===== src/rtl/turn_scheduler.sv =====
// Turn sequencer: active player selection, per-turn step timer, round counting,
// keyboard-to-game-logic operation forwarding and game-end detection.
// Optional macro STEP_TIMER_EN enables the prescaler and per-turn timeout.
module turn_scheduler #(
  parameter int unsigned MAX_PLAYER_CNT      = 7,
  parameter int unsigned LOG2_MAX_PLAYER_CNT = 3,
  parameter int unsigned MAX_STEP_TIME       = 15,
  parameter int unsigned LOG2_MAX_STEP_TIME  = 4,
  parameter int unsigned LOG2_MAX_ROUND      = 12,
  parameter int unsigned TICKS_PER_SEC       = 50000000
) (
  input  logic                           clock,
  input  logic                           reset_n,
  input  logic                           start,
  input  logic [MAX_PLAYER_CNT-1:0]      alive_mask,
  input  logic                           keyboard_ready,
  input  logic [2:0]                     keyboard_data,
  input  logic                           op_ack,
  output logic                           keyboard_read_fin,
  output logic                           op_valid,
  output logic [2:0]                     op_data,
  output logic [LOG2_MAX_PLAYER_CNT-1:0] current_player,
  output logic [LOG2_MAX_PLAYER_CNT-1:0] next_player,
  output logic [LOG2_MAX_STEP_TIME-1:0]  step_timer,
  output logic [LOG2_MAX_ROUND-1:0]      round,
  output logic                           turn_start,
  output logic                           game_over,
  output logic [LOG2_MAX_PLAYER_CNT-1:0] winner
);

  localparam int unsigned PW = LOG2_MAX_PLAYER_CNT;
  localparam int unsigned SW = LOG2_MAX_STEP_TIME;
  localparam int unsigned RW = LOG2_MAX_ROUND;
  localparam logic [2:0]  END_TURN = 3'b111;

  typedef enum logic [2:0] {IDLE, TURN_START, WAIT_OP, FORWARD, OVER} state_t;

  state_t          state, state_d;
  logic [PW-1:0]   cur_d, winner_d, lowest, above, alive_cnt, over_winner;
  logic [RW-1:0]   round_d;
  logic [SW-1:0]   timer_d;
  logic [2:0]      op_data_d;
  logic            op_valid_d, read_fin_d, turn_start_d, game_over_d;
  logic            few_alive, wrap, key_avail, expire, adv;

  // The decoder drops ready one cycle after read_fin; never consume a key twice.
  assign key_avail = keyboard_ready && !keyboard_read_fin;

  // Cyclic search for the next alive ID above current, else the lowest alive ID.
  always_comb begin
    above     = '0;
    lowest    = '0;
    alive_cnt = '0;
    for (int c = MAX_PLAYER_CNT; c >= 1; c--) begin
      if (alive_mask[c-1]) begin
        lowest    = PW'(c);
        alive_cnt = alive_cnt + PW'(1);
        if (PW'(c) > current_player) above = PW'(c);
      end
    end
    next_player = (above != '0) ? above : lowest;
  end

  assign few_alive   = alive_cnt <= PW'(1);
  assign over_winner = (alive_cnt == PW'(1)) ? lowest : '0;
  assign wrap        = next_player <= current_player;

`ifdef STEP_TIMER_EN
  localparam int unsigned PRE_W = (TICKS_PER_SEC > 1) ? $clog2(TICKS_PER_SEC) : 1;
  logic [PRE_W-1:0] pre_q, pre_d;
  logic             pend_q, pend_d, run, tick;

  assign run    = (state == WAIT_OP) || (state == FORWARD);
  assign tick   = run && (pre_q == PRE_W'(TICKS_PER_SEC - 1));
  // A timeout seen during FORWARD is remembered and honoured after the ack.
  assign expire = (tick && (step_timer == '0)) || pend_q;

  always_ff @(posedge clock or negedge reset_n) begin
    if (!reset_n) begin
      pre_q  <= '0;
      pend_q <= 1'b0;
    end else begin
      pre_q  <= pre_d;
      pend_q <= pend_d;
    end
  end
`else
  localparam int unsigned unused_ticks = TICKS_PER_SEC;
  assign expire = 1'b0;
`endif

  // Next-state and registered-output logic.
  always_comb begin
    state_d      = state;
    cur_d        = current_player;
    round_d      = round;
    timer_d      = step_timer;
    op_valid_d   = op_valid;
    op_data_d    = op_data;
    read_fin_d   = 1'b0;
    turn_start_d = 1'b0;
    game_over_d  = game_over;
    winner_d     = winner;
    adv          = 1'b0;
`ifdef STEP_TIMER_EN
    pre_d  = pre_q;
    pend_d = pend_q;
    if (tick) begin
      pre_d = '0;
      if (step_timer != '0) timer_d = step_timer - SW'(1);
    end else if (run) begin
      pre_d = pre_q + PRE_W'(1);
    end
`endif
    case (state)
      IDLE: begin
        read_fin_d = key_avail;
        if (start) begin
          if (few_alive) begin
            state_d     = OVER;
            game_over_d = 1'b1;
            winner_d    = over_winner;
            cur_d       = '0;
          end else begin
            cur_d        = next_player;
            round_d      = '0;
            state_d      = TURN_START;
            turn_start_d = 1'b1;
          end
        end
      end
      TURN_START: begin
        timer_d = SW'(MAX_STEP_TIME);
`ifdef STEP_TIMER_EN
        pre_d  = '0;
        pend_d = 1'b0;
`endif
        state_d = WAIT_OP;
      end
      WAIT_OP: begin
        if (few_alive) begin
          state_d     = OVER;
          game_over_d = 1'b1;
          winner_d    = over_winner;
          cur_d       = '0;
        end else if (expire) begin
          adv = 1'b1;
        end else if (key_avail) begin
          read_fin_d = 1'b1;
          if (keyboard_data == END_TURN) begin
            adv = 1'b1;
          end else begin
            op_valid_d = 1'b1;
            op_data_d  = keyboard_data;
            state_d    = FORWARD;
          end
        end
      end
      FORWARD: begin
`ifdef STEP_TIMER_EN
        if (tick && (step_timer == '0)) pend_d = 1'b1;
`endif
        if (op_ack) begin
          op_valid_d = 1'b0;
          state_d    = WAIT_OP;
        end
      end
      OVER: begin
        read_fin_d = key_avail;
        cur_d      = '0;
      end
      default: state_d = IDLE;
    endcase

    // Turn advance; a wrap with a saturated round counter ends the game.
    if (adv) begin
      if (wrap && (round == '1)) begin
        state_d     = OVER;
        game_over_d = 1'b1;
        winner_d    = '0;
        cur_d       = '0;
      end else begin
        cur_d        = next_player;
        if (wrap) round_d = round + RW'(1);
        state_d      = TURN_START;
        turn_start_d = 1'b1;
      end
    end
  end

  always_ff @(posedge clock or negedge reset_n) begin
    if (!reset_n) begin
      state             <= IDLE;
      current_player    <= '0;
      round             <= '0;
      step_timer        <= SW'(MAX_STEP_TIME);
      op_valid          <= 1'b0;
      op_data           <= '0;
      keyboard_read_fin <= 1'b0;
      turn_start        <= 1'b0;
      game_over         <= 1'b0;
      winner            <= '0;
    end else begin
      state             <= state_d;
      current_player    <= cur_d;
      round             <= round_d;
      step_timer        <= timer_d;
      op_valid          <= op_valid_d;
      op_data           <= op_data_d;
      keyboard_read_fin <= read_fin_d;
      turn_start        <= turn_start_d;
      game_over         <= game_over_d;
      winner            <= winner_d;
    end
  end

endmodule


===== config.mk =====
export PLATFORM = sky130hd
export DESIGN_NAME = turn_scheduler
export DESIGN_NICKNAME = d
export VERILOG_FILES = /design/src/rtl/turn_scheduler.sv
export SDC_FILE = /design/constraint.sdc
export NUM_CORES = 1
export LEC_CHECK = 0
export BUFFER_PORTS_ARGS = -buffer_cell sky130_fd_sc_hd__buf_4
export CAP_MARGIN = 20
export CORE_ASPECT_RATIO = 0.6
export CORE_MARGIN = 5
export CORE_UTILIZATION = 59
export DETAILED_ROUTE_END_ITERATION = 6
export PLACE_DENSITY = 0.86
export SYNTH_ARGS = -nofsm -noshare
export SYNTH_HDL_FRONTEND = slang
export SYNTH_SLANG_ARGS = --single-unit

===== constraint.sdc =====
create_clock -name clock -period 5.3 [get_ports clock]
set_input_delay 0.265 -clock clock [delete_from_list [all_inputs] [get_ports clock]]
set_output_delay 0.265 -clock clock [all_outputs]
set_load 0.005 [all_outputs]

After elaboration in Yosys (flattened, before gate mapping) --
Index checks and enable logic that the tools add are counted.
Operators by class: mux-type cells 78, bitwise logic cells 2, add/sub/neg operators 7, reductions and logical operators 12, $lt $le $gt $ge 9, equal/unequal tests 17
Operators with widths (count):
- two-way mux 3 bit | 46
- two-way mux 12 bit | 6
- two-way mux 1 bit | 20
- adder 3 x 1 -> 3 bit, second input constant | 6
- one-hot mux 3 bit (5 select lines) | 1
- adder 12 x 1 -> 12 bit, second input constant | 1
- equality test 12 bit, second input constant | 1
- > comparator 3 bit, first input constant | 4
- != test 2 bit, second input constant | 5
- AND reduction 5 bit | 2
- != test 3 bit, second input constant | 3
- one-hot mux 3 bit (3 select lines) | 1
- != test 4 bit, second input constant | 2
- equality test 3 x 1 -> 1 bit, second input constant | 2
- equality test 3 x 2 -> 1 bit, second input constant | 2
- equality test 3 bit, second input constant | 2
- > comparator 2 x 3 -> 1 bit, first input constant | 2
- one-hot mux 1 bit (2 select lines) | 3
- one-hot mux 3 bit (2 select lines) | 1
- AND reduction 4 bit | 1
- nonzero test 4 bit | 1
- > comparator 1 x 3 -> 1 bit, first input constant | 1
- less-or-equal comparator 3 x 1 -> 1 bit, second input constant | 1
- less-or-equal comparator 3 bit | 1
- other kinds (8) | 10
Storage, ports and cells: register bits 28, word-level logic and storage cells 134, output and inout port bits 32, input bits 15

Depth between registers and ports, before layout --
word-level depth 21, depth in mapped cells 18, depth with buffers taken out 17

Worst setup path before layout --
OpenSTA, ideal clock, no wires.
kind input to register, start input port alive_mask[5], end register state[0], buffers on the path 0, setup slack 1.452 ns, data arrival time 3.754 ns, required time 5.206 ns, cell stages on the path 16, setup time 0.094 ns, cell sequence inv_1 > ha_1 > xor2_1 > ha_1 > nand2_1 > o31ai_1 > ha_1 > nand2_1 > o311ai_4 > ha_1 > mux2_4 > ha_1 > xor3_1 > o32ai_4 > or4_1 > a221oi_2
Between the ends: cells in the longest elaborated chain, start to end 17, elaborated cells on any way between the ends 47, classes of those cells 5 x add/sub; 2 x order compare; 5 x eq/ne; 32 x mux; 3 x reduce/logical
Ends and longest elaborated chain:
- start: declaration | line 15 | input logic [MAX_PLAYER_CNT-1:0] alive_mask,
- branches (longest 17 deep; another with adder 3 x 1 -> 3 bit)
- end signal: assignment | line 204 | state <= state_d;
- end: declaration | line 38 | state_t state, state_d;
Several ways; the timed one is not identified. The select of a mux whose other input is x is not followed. A chain may end at the register's enable or synchronous reset.

Worst setup path in the final report --
start input port alive_mask[5], end register round[0]
Between the ends: cells in the longest elaborated chain, start to end 18, elaborated cells on any way between the ends 41, classes of those cells 5 x add/sub; 2 x order compare; 32 x mux; 2 x reduce/logical
Ends and longest elaborated chain:
- two-way mux 3 bit | line 55 | if (alive_mask[c-1]) begin
- adder 3 x 1 -> 3 bit | line 57 | alive_cnt = alive_cnt + PW'(1);
- two-way mux 3 bit | line 55
- adder 3 x 1 -> 3 bit | line 57
- two-way mux 3 bit | line 55
- adder 3 x 1 -> 3 bit | line 57
- two-way mux 3 bit | line 55
- adder 3 x 1 -> 3 bit | line 57
- [... 3 more ...]
- less-or-equal comparator 3 x 1 -> 1 bit | line 64 | assign few_alive = alive_cnt <= PW'(1);
- two-way mux 12 bit | line 119 | if (few_alive) begin
- two-way mux 12 bit | line 118 | if (start) begin
- two-way mux 12 bit | line 115 | case (state)
- two-way mux 12 bit | line 184 | if (wrap) round_d = round + RW'(1);
- two-way mux 12 bit | line 177 | if (wrap && (round == '1)) begin
- two-way mux 12 bit (*) | line 176 | if (adv) begin
- via round_d[0] | line 40 | logic [RW-1:0] round_d;
- end signal: assignment | line 206 | round <= round_d;
- end: declaration | line 25 | output logic [LOG2_MAX_ROUND-1:0] round,
Mark *: on every way through the listed nets, which the timed path passes. The rest lies on a longest branch.

==> metrics.txt <==
status=complete, no violations; top cell type's share of synthesized area=around a third; initial detailed-routing violation count=171; clock slew at the register clock pins of the worst setup and hold paths=0.09 ns; later-pin clock latency in the skew report=0.28 ns; unique cell type count in the Yosys netlist=60; number of gates given a new drive strength after cts=0; share of layout cells above drive strength 1=20.7%; post-synthesis instance area=0.00217 mm^2; cell taking the most area after synthesis=sky130_fd_sc_hd__dfrtp_1; DR pass1 iterations=4; core area=about 0.0036 mm^2; capturing element type of the critical path=register; via count of the first global-routing pass=1,725; MaxCap Viol Count=0; gate count of the mapped netlist=240; arrival time of the worst setup path=4.53 ns; Clock Sinks=28; number of hold-slack violations in the final timing report=0; DIE AREA=about 0.005 mm^2; GRT Overall Usage=20.0%; total negative slack for setup checks=0 ns; Final Wtd Congestion=0.865; overall die height=56.9 um; IO Pins=47; endpoint of the most critical register-to-register path=round[0]; fin crit period=4.32 ns; Yosys reg bits=28; Post-CTS Setup Repair Bufs=0; growth of design area from synthesis to finish=16.5%; class of the worst hold path=input port to register; post-detailed-route count of antenna-violating nets=0; first element of the critical path=alive_mask[5]; number of instances in the placed design=about 320; Max H-tree Level=1; cell repeated most along the worst path=sky130_fd_sc_hd__ha_1; count of cells along the worst hold path=2; clock buffers created by TritonCTS=3; Slew Viols, Final=0; total area of multi-input combinational cells=0.00133 mm^2; die width=88.2 um; CTS root buf=sky130_fd_sc_hd__clkbuf_8; largest net degree at the start of global routing=29; routed wirelength normalized by instance count=between 15 and 20 um; Register Area=701 um^2; total number of nets in the final design=302; Congestion Overflow GR=0; Data required, critical path=5.51 ns; count of input and output buffers=42; via count=between 1,500 and 2,000; clock tree buffer depth=2; antenna violations before repair=0; number of diodes=0; number of synthesized flops with an enable pin=0; Top FF cell, synth=sky130_fd_sc_hd__dfrtp_1; unrepaired setup endpoints after global routing=false; post-route non-filler standard cell count=roughly 320; CTS tree=yes; Crit Path Category=input port to register; Total Power Consumption=0.940 mW; worst-margin pin slew=0.966 ns; reg2reg path depth=12; warning count from the yosys run=0; Relative slew margins=35.6%; placed wire-length estimate after detailed placement=3860 um; Routed Wire Length=4970 um; Reg-to-Reg Start=current_player[1]; highest ir drop seen on vdd=between 0.0002 and 0.0003 V; Tcrit/Tclk final=81.5%; Std-Cell Rows=17; global-route wire length before repair=~8100 um; Post-Synthesis Mean Instance Area=9.03 um^2; Synth area leaders=sky130_fd_sc_hd__dfrtp_1 32%, sky130_fd_sc_hd__ha_1 6.4%, sky130_fd_sc_hd__a211o_1 4.0%; count of unresolved DRC violations after routing=0; Starting Density=60.3%; startpoint of the lowest-slack hold path=op_ack; async set-or-reset flop fraction in the synthesized netlist=100%; worst path cell trace=buf_4 -> inv_1 -> ha_1 -> xor2_1 -> ha_1 -> nand2_1 -> o31ai_1 -> ha_1 -> nand2_1 -> o311ai_4 -> ha_1 -> mux2_4 -> ha_1 -> xor3_1 -> o32ai_4 -> o21bai_1 -> mux2_2; register-to-register path setup slack=about 1.6 ns; share of the yosys chip area belonging to registers=between 30% and 40%; end point of the critical path=round[0]; Max Clock Freq=approximately 230 MHz; worst hold slack=0.172 ns; power density over the cells=372 mW/mm^2; crit path launch type=input port; detail-routed via count per cell=6.03; static leakage=1.22 nW; final count of negative-setup-slack endpoints=0; worst stage delay on the critical path=0.55 ns; Filler Cell Count=303; clk_skew=0.00359 ns; cell at the slowest stage of the critical path=sky130_fd_sc_hd__o32ai_4; crit path max fanout=27
[cells in the mapped netlist (3+ instances only)]
library cell	instances
sky130_fd_sc_hd__buf_4	7
sky130_fd_sc_hd__o22a_1	4
sky130_fd_sc_hd__dfrtp_1	28
sky130_fd_sc_hd__nand4_1	3
sky130_fd_sc_hd__nor3_1	6
sky130_fd_sc_hd__a22o_1	5
sky130_fd_sc_hd__ha_1	11
sky130_fd_sc_hd__nor4_1	8
sky130_fd_sc_hd__nand2b_1	7
sky130_fd_sc_hd__a21oi_1	5
sky130_fd_sc_hd__nand3_1	7
sky130_fd_sc_hd__o21ai_0	8
sky130_fd_sc_hd__nor2_1	19
sky130_fd_sc_hd__nand2_1	18
sky130_fd_sc_hd__xor2_1	3
sky130_fd_sc_hd__xnor2_1	3
sky130_fd_sc_hd__o31ai_1	3
sky130_fd_sc_hd__and3_1	9
sky130_fd_sc_hd__inv_1	15
sky130_fd_sc_hd__nor2b_1	5
sky130_fd_sc_hd__clkbuf_1	5
sky130_fd_sc_hd__a211o_1	10
sky130_fd_sc_hd__or3_1	3
[layout make-up]
| type | instances | area share, % |
|---|---|---|
| clock buffers | 4 | 2.18 |
| inverters | 15 | 2.23 |
| multi-input cells | 185 | 52.6 |
| flip-flops and latches | 28 | 27.8 |
| well taps | 47 | 2.33 |
| repair buffers | 43 | 12.9 |
[state kept, by name, indices dropped and copies added, names as in the netlist]
signal	cells
winner	3
game_over	1
turn_start	1
keyboard_read_fin	1
state	3
round	12
current_player	3
op_data	3
op_valid	1
[worst min-delay path by stage]
stage | end | slack [ns]
finish | op_valid | 0.17
global route | op_valid | 0.15
CTS | op_valid | 0.16
detailed placement | round[2] | 0.20
global placement | round[2] | 0.20
floorplan | current_player[0] | -0.03
[per-stage QoR]
step	area [um^2]	worst slack, ns	util [%]
finish	2520	0.982	70.2
global route	2520	0.756	70.2
CTS	2520	1.02	70.2
detailed placement	2460	0.743	68.4
global placement	2460	0.861	68.4
floorplan	2180	1.45	-
[critical path: cells and delay by family]
kind | cells | cell delay, ns
adder cells (fa/ha/maj) | 5 | 1.44
AO/OA/AOI/OAI | 4 | 1.25
XOR/XNOR | 2 | 0.66
multiplexers | 2 | 0.58
AND/OR/NAND/NOR | 2 | 0.19
buffers and inverters | 2 | 0.14
[cells in the final DEF, fill, tap and decap left out, types with 8 or more instances in the layout]
cell	n
sky130_fd_sc_hd__buf_4	42
sky130_fd_sc_hd__dfrtp_1	28
sky130_fd_sc_hd__nor2_1	19
sky130_fd_sc_hd__nand2_1	18
sky130_fd_sc_hd__inv_1	15
sky130_fd_sc_hd__ha_1	11
sky130_fd_sc_hd__a211o_1	10
sky130_fd_sc_hd__and3_1	9
sky130_fd_sc_hd__o21ai_0	8
sky130_fd_sc_hd__nor4_1	8
[repair_timing]
item                                   in CTS  in global routing
hold buffers                                1                  0
setup endpoints to repair                   0                  0
endpoints found under the hold margin      28                  0
[routing by layer]
metal	track usage, %	routed length, um	vias to the layer above
li1	-	-	956
met1	32.4	2470	905
met2	27.2	1990	76
met3	5.48	485	4
met4	2.59	18	0
met5	0	0	-
[power breakdown]
| part | switching, mW | total, mW | internal, mW |
|---|---|---|---|
| sequential | 0.0606 | 0.324 | 0.264 |
| clock | 0.0645 | 0.131 | 0.0666 |
| combinational | 0.251 | 0.484 | 0.234 |
| total | 0.376 | 0.940 | 0.564 |
[kinds of logic after synthesis]
group | share of synthesized area [%]
adder cells (fa/ha/maj) | 6.35
flip-flops | 32.3
multiplexers | 2.14
XOR/XNOR | 4.27
other | 0.173
AND/OR/NAND/NOR | 24.5
buffers and inverters | 6.87
AO/OA/AOI/OAI | 23.3
No activity file was read; power rests on OpenSTA's default activity.
